`src/rtl/adc_capture_pkg.sv`:
```
// adc_capture_pkg: shared capture FSM encoding and default widths
// for adc_capture_ctrl and its AXI-Stream bundle.
package adc_capture_pkg;

   localparam int DATA_W_DEF = 12;
   localparam int LEN_W_DEF  = 16;

   typedef enum logic [1:0] {
      IDLE    = 2'd0,
      ARMED   = 2'd1,
      CAPTURE = 2'd2,
      FLUSH   = 2'd3
   } state_t;

endpackage

```
`src/rtl/adc_capture_ctrl_if.sv`:
```
// adc_capture_ctrl_if: AXI-Stream master bundle of adc_capture_ctrl.
// tuser exists only when ADC_CAPTURE_CTRL_TUSER_EN is defined.
interface adc_capture_ctrl_if
   import adc_capture_pkg::*;
#(
   parameter int DATA_W = DATA_W_DEF
);

   logic [DATA_W-1:0] tdata;
   logic              tvalid;
   logic              tready;
   logic              tlast;
`ifdef ADC_CAPTURE_CTRL_TUSER_EN
   logic              tuser;

   modport master (output tdata, tvalid, tlast, tuser, input tready);
   modport slave  (input tdata, tvalid, tlast, tuser, output tready);
`else
   modport master (output tdata, tvalid, tlast, input tready);
   modport slave  (input tdata, tvalid, tlast, output tready);
`endif

endinterface

```
`src/rtl/adc_capture_ctrl_skid2.sv`:
```
// axis_skid2: 2-entry output buffer feeding the stream port.
// The head entry only changes on a pop or when empty, so tdata holds under stall.
module axis_skid2 #(
   parameter int DATA_W = 12
) (
   input  logic              clk,
   input  logic              rst,
   input  logic              clear,
   input  logic              load,
   input  logic [DATA_W-1:0] load_data,
   input  logic              tready,
   output logic [DATA_W-1:0] tdata,
   output logic              tvalid,
   output logic [1:0]        occ
);

   logic [DATA_W-1:0] head;
   logic [DATA_W-1:0] tail;
   logic [1:0]        count;
   logic              pop;

   assign pop    = tvalid & tready;
   assign tvalid = (count != 2'd0);
   assign tdata  = head;
   assign occ    = count;

   // push/pop the two entries; head always holds the oldest beat
   always_ff @(posedge clk) begin
      if (rst || clear) begin
         count <= 2'd0;
         head  <= '0;
         tail  <= '0;
      end else begin
         count <= count + {1'b0, load} - {1'b0, pop};
         case ({load, pop})
            2'b10: begin
               if (count == 2'd0) head <= load_data;
               else               tail <= load_data;
            end
            2'b01: head <= tail;
            2'b11: begin
               if (count == 2'd1) begin
                  head <= load_data;
               end else begin
                  head <= tail;
                  tail <= load_data;
               end
            end
            default: ;
         endcase
      end
   end

endmodule

```
`src/rtl/adc_capture_ctrl.sv`:
```
// adc_capture_ctrl: trigger-armed ADC capture into a FIFO, drained to AXI-Stream.
// Optional macro ADC_CAPTURE_CTRL_TUSER_EN adds m_axis.tuser (first beat / overflow flag).
module adc_capture_ctrl
   import adc_capture_pkg::*;
#(
   parameter int DATA_W = DATA_W_DEF,
   parameter int LEN_W  = LEN_W_DEF
) (
   input  logic               clk,
   input  logic               rst,
   input  logic               cfg_start,
   input  logic               cfg_abort,
   input  logic [LEN_W-1:0]   cfg_pkt_len,
   input  logic               trig,
   input  logic [DATA_W-1:0]  adc_data,
   input  logic               adc_valid,
   output logic [DATA_W-1:0]  fifo_wr_data,
   output logic               fifo_write,
   output logic               fifo_read,
   input  logic [DATA_W-1:0]  fifo_rd_data,
   input  logic               fifo_full,
   input  logic               fifo_empty,
   adc_capture_ctrl_if.master m_axis,
   output logic               busy,
   output logic               done,
   output logic               overflow
);

   state_t           state;
   state_t           state_nxt;
   logic [LEN_W-1:0] last_idx;
   logic [LEN_W-1:0] wr_cnt;
   logic [LEN_W-1:0] out_cnt;
   logic             inflight;
   logic             wr_ok;
   logic             fire;
   logic             is_last;
   logic             active;
   logic             room;
   logic             start_ok;
   logic [1:0]       occ;
   logic [2:0]       held;
   logic [LEN_W:0]   issued;

   assign fire     = m_axis.tvalid & m_axis.tready;
   assign is_last  = (out_cnt == last_idx);
   assign active   = (state == CAPTURE) || (state == FLUSH);
   assign start_ok = (state == IDLE) & cfg_start & ~cfg_abort;

   // a beat leaving this cycle frees its slot, which keeps 1 beat/cycle
   assign held   = {1'b0, occ} + {2'b00, inflight};
   assign room   = held < (3'd2 + {2'b00, fire});
   assign issued = {1'b0, out_cnt} + (LEN_W+1)'(occ) + (LEN_W+1)'(inflight);

   assign fifo_wr_data = adc_data;
   assign fifo_write   = wr_ok & ~cfg_abort & ~rst;
   assign fifo_read    = active & ~fifo_empty & room
                       & (issued <= {1'b0, last_idx})
                       & ~cfg_abort & ~rst;

   assign m_axis.tlast = m_axis.tvalid & is_last;
   assign busy         = (state != IDLE);
   assign done         = fire & is_last & ~cfg_abort & ~rst;

`ifdef ADC_CAPTURE_CTRL_TUSER_EN
   assign m_axis.tuser = m_axis.tvalid
                       & ((is_last && last_idx != '0) ? overflow
                                                      : (out_cnt == '0));
`endif

   // state register
   always_ff @(posedge clk) begin
      if (rst) state <= IDLE;
      else     state <= state_nxt;
   end

   // next-state and write-accept decode
   always_comb begin
      state_nxt = state;
      wr_ok     = 1'b0;
      unique case (state)
         IDLE:  if (cfg_start) state_nxt = ARMED;
         ARMED: if (trig) state_nxt = CAPTURE;
         CAPTURE: begin
            wr_ok = adc_valid & ~fifo_full;
            if (wr_ok && wr_cnt == last_idx) state_nxt = FLUSH;
         end
         FLUSH: if (fire && is_last) state_nxt = IDLE;
         default: state_nxt = IDLE;
      endcase
      if (cfg_abort) state_nxt = IDLE;
   end

   // packet length, write/beat counters, overflow and read-latency flag
   always_ff @(posedge clk) begin
      if (rst) begin
         last_idx <= '0;
         wr_cnt   <= '0;
         out_cnt  <= '0;
         overflow <= 1'b0;
         inflight <= 1'b0;
      end else begin
         inflight <= fifo_read;
         if (start_ok) begin
            last_idx <= (cfg_pkt_len == '0) ? '0 : cfg_pkt_len - LEN_W'(1);
            wr_cnt   <= '0;
            out_cnt  <= '0;
            overflow <= 1'b0;
         end else begin
            if (fifo_write) wr_cnt <= wr_cnt + LEN_W'(1);
            if (fire) out_cnt <= out_cnt + LEN_W'(1);
            if (state == CAPTURE && adc_valid && fifo_full) overflow <= 1'b1;
         end
      end
   end

   axis_skid2 #(
      .DATA_W (DATA_W)
   ) u_skid (
      .clk       (clk),
      .rst       (rst),
      .clear     (cfg_abort),
      .load      (inflight),
      .load_data (fifo_rd_data),
      .tready    (m_axis.tready),
      .tdata     (m_axis.tdata),
      .tvalid    (m_axis.tvalid),
      .occ       (occ)
   );

endmodule
```
`src/flat_wrapper.sv`:
```
// flat-port wrapper written by rule: the top's interface ports become plain ports
module adc_capture_ctrl_flat import adc_capture_pkg::*;
#(
   parameter int DATA_W = DATA_W_DEF,
   parameter int LEN_W  = LEN_W_DEF
)
  (clk, rst, cfg_start, cfg_abort, cfg_pkt_len, trig, adc_data, adc_valid, fifo_wr_data, fifo_write, fifo_read, fifo_rd_data, fifo_full, fifo_empty, busy, done, overflow, m_axis_tdata, m_axis_tvalid, m_axis_tlast, m_axis_tready);
  adc_capture_ctrl_if #(.DATA_W(DATA_W)) m_axis_i ();
  input  logic clk;
  input  logic rst;
  input  logic cfg_start;
  input  logic cfg_abort;
  input  logic [LEN_W-1:0] cfg_pkt_len;
  input  logic trig;
  input  logic [DATA_W-1:0] adc_data;
  input  logic adc_valid;
  output logic [DATA_W-1:0] fifo_wr_data;
  output logic fifo_write;
  output logic fifo_read;
  input  logic [DATA_W-1:0] fifo_rd_data;
  input  logic fifo_full;
  input  logic fifo_empty;
  output logic busy;
  output logic done;
  output logic overflow;
  output wire logic [$bits(m_axis_i.tdata)-1:0] m_axis_tdata;
  output wire logic [$bits(m_axis_i.tvalid)-1:0] m_axis_tvalid;
  output wire logic [$bits(m_axis_i.tlast)-1:0] m_axis_tlast;
  input wire logic [$bits(m_axis_i.tready)-1:0] m_axis_tready;
  assign m_axis_tdata = m_axis_i.tdata;
  assign m_axis_tvalid = m_axis_i.tvalid;
  assign m_axis_tlast = m_axis_i.tlast;
  assign m_axis_i.tready = m_axis_tready;
  adc_capture_ctrl #(.DATA_W(DATA_W), .LEN_W(LEN_W)) u_core (.clk(clk), .rst(rst), .cfg_start(cfg_start), .cfg_abort(cfg_abort), .cfg_pkt_len(cfg_pkt_len), .trig(trig), .adc_data(adc_data), .adc_valid(adc_valid), .fifo_wr_data(fifo_wr_data), .fifo_write(fifo_write), .fifo_read(fifo_read), .fifo_rd_data(fifo_rd_data), .fifo_full(fifo_full), .fifo_empty(fifo_empty), .m_axis(m_axis_i), .busy(busy), .done(done), .overflow(overflow));
endmodule
```
`config.mk`:
```
export PLATFORM = sky130hd
export DESIGN_NAME = adc_capture_ctrl_flat
export DESIGN_NICKNAME = d
export VERILOG_FILES = /design/src/rtl/adc_capture_pkg.sv /design/src/rtl/adc_capture_ctrl_if.sv /design/src/rtl/adc_capture_ctrl_skid2.sv /design/src/rtl/adc_capture_ctrl.sv /design/src/flat_wrapper.sv
export SDC_FILE = /design/constraint.sdc
export NUM_CORES = 1
export LEC_CHECK = 0
export ABC_CLOCK_PERIOD_IN_PS = 3400
export BUFFER_PORTS_ARGS = -buffer_cell sky130_fd_sc_hd__buf_4
export CELL_PAD_IN_SITES_DETAIL_PLACEMENT = 0
export CELL_PAD_IN_SITES_GLOBAL_PLACEMENT = 2
export CORE_MARGIN = 5
export CORE_UTILIZATION = 31
export DETAILED_ROUTE_END_ITERATION = 16
export GPL_TIMING_DRIVEN = 0
export PLACE_DENSITY_LB_ADDON = 0.25
export SYNTH_ARGS = -nofsm -noshare
export SYNTH_HDL_FRONTEND = slang
export SYNTH_SLANG_ARGS = --single-unit
```
`constraint.sdc`:
```
create_clock -name clk -period 3.4 [get_ports clk]
set_clock_uncertainty 0.2 [all_clocks]
set_input_delay 0.51 -clock clk [delete_from_list [all_inputs] [get_ports clk]]
set_output_delay 0.51 -clock clk [all_outputs]
set_load 0.01 [all_outputs]
```
==> flow_summary.ini, run 1 <==
[cells_and_area]
antennaDiodeCount = 0
fin_area_um2 = 5910
register_area_um2 = 1580
drive_gt1_share_pct = 23.8
area_delta_synth_final_pct = 23.6
fill_cells = 1559
nNetsFinal = 712
multi_input_area_um2 = 2910

[critical_path]
worstSetupEndpointType = output port
crit_family = simple AND/OR/NAND/NOR gates
critical_path_arrival_ns = 3.38
r2r_slack_ns = 0.26
cpPeakStageDelay_ns = 0.36
reg2reg_depth = 13
crit_type = flop to output port
crit_required_ns = 2.69
worst-path-max-fanout = 4
rr_startpoint = u_core.out_cnt[0]$_SDFFE_PP0P_
crit_buf_inv = 2
start_kind = flop
path_cells = fa_2, inv_2, fa_2, nand3b_1, nor2_2, nand3_2, nor2_2, xor2_1, ha_1, a21o_1, a21oi_2, mux2i_1, o211ai_1, and3_1, buf_6
cp_slowest_cell = dfxtp_4
rr_endpoint = u_core.inflight$_SDFF_PP0_

[worst_hold_path]
hold_path_depth = 2
hold_path_end = u_core.last_idx[0]$_SDFFE_PP0P_
hp-class = input port to flop
holdCritStartpoint = cfg_pkt_len[0]

[synth]
netlist_area_um2 = 4780
yosysTopAreaCellShare_pct = 32.7
syn_avg_cell_area_um2 = 8.77
ys.flop_type = dfxtp_1
syn-instance-count = 545
yosys_warnings = 0
synth_area_leader_cell = dfxtp_1
ys_seq_area_share_pct = 32.7
async_reset_ff_share_pct = 0
synth-edff-count = 0
yosysUniqueCellTypes = 52
syn_nets = 627
ys_ff_latch = 78
synth_area_leaders = dfxtp_1 (33%), xor2_1 (12%), ha_1 (8.1%)

[sta]
setup_violations = 1
fmax_mhz = 244
layout_min_cycle_time_ns = 4.09
slew_headroom_pct = 45.7
whs_ns = 0.184
worstMarginPinSlew_ns = 0.814
final-hold-violation-count = 0
rsz0062_at_grt = true
fin_ws_ns = -0.695
drv_slew = 0
fin_crit_sh_pct = 120
setup-tns-final_ns = -0.695

[grt]
grt_max_degree = 17
busiest_layer = met2
grt_util_met2_pct = 22.3
grt_use_met3_pct = 2.85
grt_overflow = 0
grt_util_met1_pct = 20.2
grt_util_all_layers_pct = 14.6
antenna_found_initial = 0
grt_pass1_wl_mm = 20.8
grt_pass1_vias = 3925

[placement]
gp_congestion = 0.864
port_buffers = 67
hpwl_mm = 10.1
placed_cell_area_um2 = 5540

[pwr]
p_sw_share_pct = 27.7
power_density_nw_per_um2 = 363
pwr-share-clk_pct = 44.6
pwr-share-seq_pct = 44.0
p_switching_mw = 0.594
leakagePower_nw = 2.63
internal-power_mw = 1.55
peakVddDrop_uv = 192
comb_power_share_pct = 11.4

[routing]
avgViaCountPerCell = 4.79
dr.pass1.iters = 4
routed_wl_mm = 12.7
drt-initial-drc-count = 142
wl_per_cell_um = 15.5
ant_nets = 0
drc = 0
via_count = 3942

[cts]
clockBufferDepth = 2
path_clk_slew_ns = 0.06
cts_tree = yes
insertion_delay_ns = 0.35
cts_hold_buffers = 0
cts.sinks = 78
numCtsBuffers = 9
root_buffer = clkbuf_16
cts_max_level = 3

[run_status]
violations = negative setup slack
status = finished, violations left

[flow_run]
cap_violations = 0

[floorplanning]
die_w_um = 134
die_h_um = 134
coreArea_um2 = 15100
initial_core_util_pct = 31.6
io_pins = 80
die_area_um2 = 18000
core.rowCount = 45
[worst max path at each step]
stage                                    start        end  slack (ns)  cells after the start
2_1_floorplan  u_core.u_skid.occ[0]$_SDFF_PP0_  fifo_read        0.01                     14
3_3_place_gp   u_core.u_skid.occ[1]$_SDFF_PP0_  fifo_read       -0.56                     13
3_5_place_dp   u_core.u_skid.occ[1]$_SDFF_PP0_  fifo_read       -0.53                     14
4_1_cts        u_core.u_skid.occ[0]$_SDFF_PP0_  fifo_read       -0.78                     15
5_1_grt         u_core.out_cnt[0]$_SDFFE_PP0P_  fifo_read       -0.90                     15
6_report        u_core.out_cnt[0]$_SDFFE_PP0P_  fifo_read       -0.69                     15
[worst register-to-register path, cell delays in order (launching register included)]
cell	delay [ns]
dfxtp_4	0.36
fa_2	0.21
inv_2	0.04
fa_2	0.32
nand3b_1	0.27
nor2_2	0.21
nand3_2	0.14
xnor2_1	0.16
ha_1	0.30
nand4_1	0.16
buf_4	0.19
o2111ai_1	0.19
nand2_1	0.10
and3_1	0.19
[power by group through the flow]
stage          clock, mW  sequential, mW  combinational [mW]
3_3_place_gp           0           0.967               0.240
2_1_floorplan          0           0.957               0.142
6_report           0.957           0.943               0.245
5_1_grt             1.04           0.944               0.273
3_5_place_dp           0           0.967               0.241
4_1_cts            0.992           0.943               0.246
[repair_timing]
item | CTS | global route
gates cloned | 0 | 0
resized for setup | 8 | 2
setup buffers | 7 | 0
endpoints found under the setup margin | 1 | 2
pin swaps | 11 | 10
[layout make-up]
cell class	instances	area share (%)
multi-input cells	395	49.3
flip-flops and latches	78	26.7
repair buffers	74	9.46
well taps	188	3.98
clock buffers	9	3.81
plain buffers	39	3.66
inverters	33	2.10
clock inverters	7	1.02
[cell usage after synthesis (8+ instances only)]
cell      instances
nand3_1          13
a21oi_1           9
ha_1             31
xnor2_1          23
o22ai_2          10
nor2_1           79
inv_1            33
buf_4            12
a22oi_1          12
mux2i_1          17
a211oi_1         12
clkbuf_1         15
nor4_1           10
o21ai_0           8
nand2_1          26
nand4_1          13
xor2_1           63
dfxtp_1          78
buf_2            11
[metal layers]
layer  up-vias  wire length (µm)
met5         -                 0
met4         0               257
met3        13               610
met2        74              5560
met1      1822              6310
li1       2033                 -
[registers in the layout (all words and copies together), names as in the netlist]
| name | count |
|---|---|
| u_core.u_skid.occ | 2 |
| u_core.out_cnt | 16 |
| u_core.overflow | 1 |
| u_core.u_skid.tail | 12 |
| u_core.state | 2 |
| u_core.u_skid.tdata | 12 |
| u_core.inflight | 1 |
| u_core.wr_cnt | 16 |
| u_core.last_idx | 16 |
[cell usage in the layout, fill, tap and decap left out, drive strengths merged, types with 12 or more instances in the layout]
cell type	instances
dfxtp	78
nor2	79
buf	98
nand4	13
nand2	27
a22oi	12
o22ai	16
nand3	13
xnor2	23
mux2i	17
inv	39
a211oi	12
ha	31
xor2	63
clkbuf	24
nor4	13
[kinds of logic (layout without fill, tap and decap cells)]
family                     after synthesis  in the layout  synth area share (%)
buffers and inverters                   72            162                  7.12
adders and majority gates               33             33                  8.95
muxes                                   17             17                  3.56
AOI/OAI and AO/OA                       79             79                  12.7
and+or+nand+nor                        180            180                  19.3
xor gates and xnor gates                86             86                  15.8
DFF                                     78             78                  32.7
[metrics by stage]
step	util (%)	instances	worst slack [ns]	total power [mW]
global placement	36.6	800	-0.562	1.21
global route	39.0	823	-0.902	2.25
finish	39.0	823	-0.695	2.15
floorplan	-	545	0.0140	1.10
CTS	38.9	823	-0.778	2.18
detailed placement	36.6	800	-0.531	1.21
Note: power is estimated with default switching activity, not from simulation.
==> run 2, diff against run 1 <==
--- a/config.mk
+++ b/config.mk
@@ -7,2 +7,3 @@
 export LEC_CHECK = 0
+export ABC_AREA = 1
 export ABC_CLOCK_PERIOD_IN_PS = 3400
@@ -12,3 +13,3 @@
 export CORE_MARGIN = 5
-export CORE_UTILIZATION = 31
+export CORE_UTILIZATION = 28
 export DETAILED_ROUTE_END_ITERATION = 16
--- a/constraint.sdc
+++ b/constraint.sdc
@@ -4,2 +4,2 @@
 set_output_delay 0.51 -clock clk [all_outputs]
-set_load 0.01 [all_outputs]
+set_load 0.05 [all_outputs]
==> flow_summary.ini, run 2 <==
[cts]
cts_hold_buffers = 0
path_clk_slew_ns = 0.06
clockBufferDepth = 2
insertion_delay_ns = 0.34
cts.sinks = 78
numCtsBuffers = 9
cts_max_level = 3
cts_tree = yes
root_buffer = clkbuf_16

[routing]
drt-initial-drc-count = 205
dr.pass1.iters = 6
wl_per_cell_um = 14.9
ant_nets = 0
routed_wl_mm = 16.1
drc = 0
avgViaCountPerCell = 4.66
via_count = 5035

[critical_path]
reg2reg_depth = 15
worstSetupEndpointType = output port
worst-path-max-fanout = 6
cpPeakStageDelay_ns = 0.37
path_cells = fa_2, inv_2, fa_2, nor2_4, nand3_2, xor2_1, ha_1, buf_4, a211oi_2, nand3_2, nand2_1, nand2_2, a21oi_4, buf_8
r2r_slack_ns = 0.44
crit_type = flop to output port
critical_path_arrival_ns = 3.05
cp_slowest_cell = fa_2
crit_required_ns = 2.69
start_kind = flop

[synth]
synth_area_leader_cell = dfxtp_1
netlist_area_um2 = 5080
yosysUniqueCellTypes = 38
synth-edff-count = 0
ys.flop_type = dfxtp_1
ys_seq_area_share_pct = 30.7
yosysTopAreaCellShare_pct = 30.7
async_reset_ff_share_pct = 0
ys_ff_latch = 78
syn_nets = 841
syn-instance-count = 759
yosys-top-cells-count = nand2_1 (152), inv_1 (133), dfxtp_1 (78)
yosysMostFrequentCell = nand2_1
syn_avg_cell_area_um2 = 6.69
yosys_warnings = 0
synth_area_leaders = dfxtp_1 (31%), nand2_1 (11%), inv_1 (9.8%)

[floorplanning]
die_h_um = 145
core.rowCount = 49
die_w_um = 145
coreArea_um2 = 17900
initial_core_util_pct = 28.4
die_area_um2 = 20900
io_pins = 80

[grt]
grt_pass1_vias = 4967
grt_max_degree = 15
grt_pass1_wl_mm = 25.1
grt_util_all_layers_pct = 15.6
grt_overflow = 0
antenna_found_initial = 0

[sta]
setup-tns-final_ns = -0.364
rsz0062_at_grt = true
fmax_mhz = 266
slew_headroom_pct = 52.2
drv_slew = 0
final-hold-violation-count = 0
worstMarginPinSlew_ns = 0.714
layout_min_cycle_time_ns = 3.76
setup_violations = 1
fin_crit_sh_pct = 111
fin_ws_ns = -0.364

[run_status]
status = finished, violations left
violations = negative setup slack

[cells_and_area]
area_delta_synth_final_pct = 25.7
finalNonFillerCells = 1081
fill_cells = 1950
drive_gt1_share_pct = 18.2
layout_common_cells = nand2_1 (151), inv_1 (131), buf_4 (89), dfxtp_1 (73), nor2_1 (72)
layout_commonest_cell = nand2_1
antennaDiodeCount = 0
reg_top3 = u_core.last_idx x16, u_core.out_cnt x16, u_core.wr_cnt x16
final_util_pct = 35.7
nNetsFinal = 929

[pwr]
power_density_nw_per_um2 = 374
leakagePower_nw = 2.92
peakVddDrop_uv = 210

[placement]
dp_slack_ns = -0.587
dp_cells = 1055
gp_congestion = 0.872
port_buffers = 67
hpwl_mm = 13.0

[worst_hold_path]
hp-class = input port to flop
hold_path_depth = 2

[flow_run]
cap_violations = 0
run 2: changes by cell type after synthesis, sizes merged, moves of 20 or more:
cell   delta
xnor2    -20
a21oi    +56
nand2   +127
inv     +101
o21ai    +51
xor2     -38
run 2: power by group:
group | internal [mW] | switching [mW]
Combinational | 0.142 | 0.238
Sequential | 0.928 | 0.0138
Clock | 0.647 | 0.421
run 2: area by class of cell:
class / count / area (µm²) / share of cell area (%)
Buffer: 26 / 154 / 2.41
Clock buffer: 9 / 225 / 3.53
Clock inverter: 7 / 96.3 / 1.51
Inverter: 135 / 509 / 7.98
Multi-Input combinational cell: 520 / 2950 / 46.2
Sequential cell: 78 / 1580 / 24.7
Tap cell: 229 / 287 / 4.49
Timing Repair Buffer: 77 / 586 / 9.17
run 2: critical path, delay by kind of cell (launching register included):
kind                     cells  cell delay (ns)
flip-flops                   1             0.36
AO/OA/AOI/OAI                2             0.37
adder cells (fa/ha/maj)      3             0.90
buffers and inverters        3             0.35
AND/OR/NAND/NOR              5             0.57
XOR/XNOR                     1             0.17
run 2: cell families after synthesis:
kind of cell    share of synthesized area (%)
fa+ha+maj                                8.43
simple gates                             25.9
compound gates                           17.0
buf+inv                                  13.1
flops                                    30.7
xor+xnor                                 4.83
run 2: timing repair:
| item | CTS | global route |
|---|---|---|
| gates cloned | 0 | 0 |
| buffers inserted | 9 | 1 |
| resized for setup | 21 | 7 |
| endpoints found under the setup margin | 2 | 1 |
| pin swaps | 10 | 7 |
run 2: worst paths after layout:
kind / from / end
max: u_core.out_cnt[0]$_SDFFE_PP0P_ / fifo_read
min: cfg_pkt_len[0] / u_core.last_idx[0]$_SDFFE_PP0P_
max reg2reg: u_core.out_cnt[0]$_SDFFE_PP0P_ / u_core.inflight$_SDFF_PP0_
min reg2reg: u_core.u_skid.tail[5]$_SDFFE_PP0P_ / u_core.u_skid.tail[5]$_SDFFE_PP0P_
run 2: metrics by stage:
stage	hold slack, ns	total power, mW	cell area, µm²
final	0.184	2.39	6380
after CTS	0.171	2.42	6340
after floorplan	0.230	1.19	5100
after global routing	0.182	2.50	6380
after detailed placement	0.248	1.33	5890
after global placement	0.239	1.33	5890
run 2: layer usage:
metal  global-route usage [%]  vias to the layer above  part of all wire (%)  wire length (µm)
li1                         -                     2619                     -                 -
met5                        0                        -                     0                 0
met1                     19.3                     2314                    45              7290
met2                     27.1                       83                    48              7760
met3                     2.96                       19                   4.5               719
met4                     5.15                        0                   1.9               311
==> run 3, diff against run 2 <==
Settings changed: ABC_AREA 1 to 0, CORE_UTILIZATION 28 to 31, SYNTH_HIERARCHICAL set to 1.
==> flow_summary.ini, run 3 <==
[synth]
synth_area_leaders = dfxtp_1 (32%), xor2_1 (11%), ha_1 (8.3%)
yosysMostFrequentCell = dfxtp_1
synth_area_leader_cell = dfxtp_1
ys.flop_type = dfxtp_1
async_reset_ff_share_pct = 0
syn-instance-count = 553
ys_ff_latch = 78
synth_top_family_by_area = simple AND/OR/NAND/NOR gates
synth-compound-area-share_pct = 12.5
ys_seq_area_share_pct = 32.3
synth_adder_area_share_pct = 9.12
synthXorXnorAreaFrac_pct = 15.0
synth-edff-count = 0
syn_nets = 636
synthSimpleGateAreaFrac_pct = 19.8
yosysTopAreaCellShare_pct = 32.3
synthMuxAreaShare_pct = 3.55
yosys-top-cells-count = dfxtp_1 (78), nor2_1 (75), xor2_1 (59)
yosys_warnings = 6
yosysUniqueCellTypes = 55
syn_avg_cell_area_um2 = 8.74
netlist_area_um2 = 4830

[cells_and_area]
finalNonFillerCells = 852
fill_cells = 1575
reg_top3 = u_core/last_idx x16, u_core/out_cnt x16, u_core/wr_cnt x16
antennaDiodeCount = 0
area_delta_synth_final_pct = 24.8
layout_common_cells = buf_4 (86), dfxtp_1 (74), nor2_1 (70), xor2_1 (59), inv_1 (37)
layout_commonest_cell = buf_4
nNetsFinal = 719
drive_gt1_share_pct = 24.0

[routing]
dr.pass1.iters = 4
routed_wl_mm = 13.0
drc = 0
via_count = 4036
avgViaCountPerCell = 4.74
ant_nets = 0
wl_per_cell_um = 15.2
drt-initial-drc-count = 143

[floorplanning]
core.rowCount = 45
io_pins = 80
die_h_um = 135
coreArea_um2 = 15300
die_area_um2 = 18200
die_w_um = 135
initial_core_util_pct = 31.7

[critical_path]
crit_buf_inv = 2
worstSetupEndpointType = output port
crit_family = simple AND/OR/NAND/NOR gates
rr_startpoint = u_core/u_skid/occ[0]$_SDFF_PP0_
crit_cells = 12
worst-path-max-fanout = 5
cpPeakStageDelay_ns = 0.53
cp-startpoint = u_core/u_skid/occ[0]$_SDFF_PP0_
crit_top_cell = fa_2
critical_path_arrival_ns = 3.33
path_cells = fa_2, inv_2, fa_2, or2_4, xnor2_1, ha_1, nand4_1, or4_4, nor2_4, a21oi_2, a211oi_4, buf_6
cp_slowest_cell = or4_4
start_kind = flop
crit_required_ns = 2.69
crit_type = flop to output port
r2r_slack_ns = 0.03
reg2reg_depth = 11

[pwr]
leakagePower_nw = 2.63
peakVddDrop_uv = 295
total_power_mw = 2.21
power_density_nw_per_um2 = 367

[cts]
cts_max_level = 3
root_buffer = clkbuf_16
numCtsBuffers = 9
cts_hold_buffers = 0
clockBufferDepth = 2
path_clk_slew_ns = 0.06
cts.sinks = 78
insertion_delay_ns = 0.34
cts_tree = yes

[flow_run]
cap_violations = 0

[sta]
worstMarginPinSlew_ns = 0.713
slew_headroom_pct = 52.4
rsz0062_at_grt = true
fin_crit_sh_pct = 119
fmax_mhz = 247
layout_min_cycle_time_ns = 4.04
setup_violations = 1
final-hold-violation-count = 0
fin_ws_ns = -0.641
drv_slew = 0

[grt]
grt_pass1_wl_mm = 21.4
antenna_found_initial = 0
grt_overflow = 0
grt_util_all_layers_pct = 14.9
grt_pass1_vias = 4107
grt_max_degree = 15

[worst_hold_path]
hp-class = input port to flop
holdCritStartpoint = cfg_pkt_len[0]
hold_path_depth = 2

[placement]
gp_congestion = 0.749
dp_cells = 831
port_buffers = 67
dp_slack_ns = -0.575
hpwl_mm = 10.2

[run_status]
status = finished, violations left
violations = negative setup slack
==> run 3: cell families (layout without fill, tap and decap cells) <==
family | Yosys count | count (layout)
buffers and inverters | 73 | 161
adders and majority gates | 34 | 34
DFF | 78 | 78
xor gates and xnor gates | 83 | 83
AOI/OAI and AO/OA | 77 | 77
and+or+nand+nor | 191 | 191
muxes | 17 | 17
==> run 3: repair_timing <==
item,CTS,global route
setup endpoints to repair,2,2
setup buffers,6,0
pin swaps,9,2
resized for setup,13,3
==> run 3: cell type report <==
type	instances	area, µm²	share of cell area, %
multi-input cells	402	2970	49.2
inverters	38	143	2.37
clock buffers	10	229	3.80
plain buffers	34	224	3.72
repair buffers	73	556	9.22
flip-flops and latches	78	1570	26.1
well taps	211	264	4.38
clock inverters	6	70.1	1.16
==> run 3: through the flow <==
stage                     TNS, ns  util (%)  area [µm²]  hold WS [ns]
after floorplan            -0.337         -        4860         0.265
after global placement     -0.654      36.9        5630         0.267
after detailed placement   -0.638      36.9        5630         0.276
after CTS                  -0.664      39.4        6010         0.162
after global routing       -0.857      39.5        6030         0.188
final                      -0.641      39.5        6030         0.178
==> run 3: metal layers <==
layer / wire length (µm) / up-vias / share of wire (%) / GRT usage, %
met2: 6250 / 83 / 48 / 25.2
met1: 5710 / 1889 / 44 / 17.8
li1: - / 2048 / - / -
met3: 839 / 16 / 6.5 / 5.59
met5: 0 / - / 0 / 0
met4: 191 / 0 / 1.5 / 3.51
==> run 3: final timing paths <==
check | to
hold / removal | u_core/last_idx[0]$_SDFFE_PP0P_
hold reg to reg | u_core/overflow$_SDFFE_PP0P_
setup reg to reg | u_core/inflight$_SDFF_PP0_
setup / recovery | fifo_read
==> run 3: worst register-to-register path: cells and delay by family, from the launching register on <==
kind,cells,cell delay [ns]
and+or+nand+nor,4,1.05
AOI/OAI and AO/OA,2,0.50
xor gates and xnor gates,1,0.15
DFF,1,0.36
adders and majority gates,3,0.91
buffers and inverters,1,0.04
==> run 3: power by group <==
group	internal [mW]	leakage (nW)	switching (mW)	total, mW
Sequential	0.924	0.633	0.0173	0.941
Clock	0.575	0.144	0.414	0.989
Combinational	0.117	1.86	0.162	0.279
Total	1.62	2.63	0.594	2.21
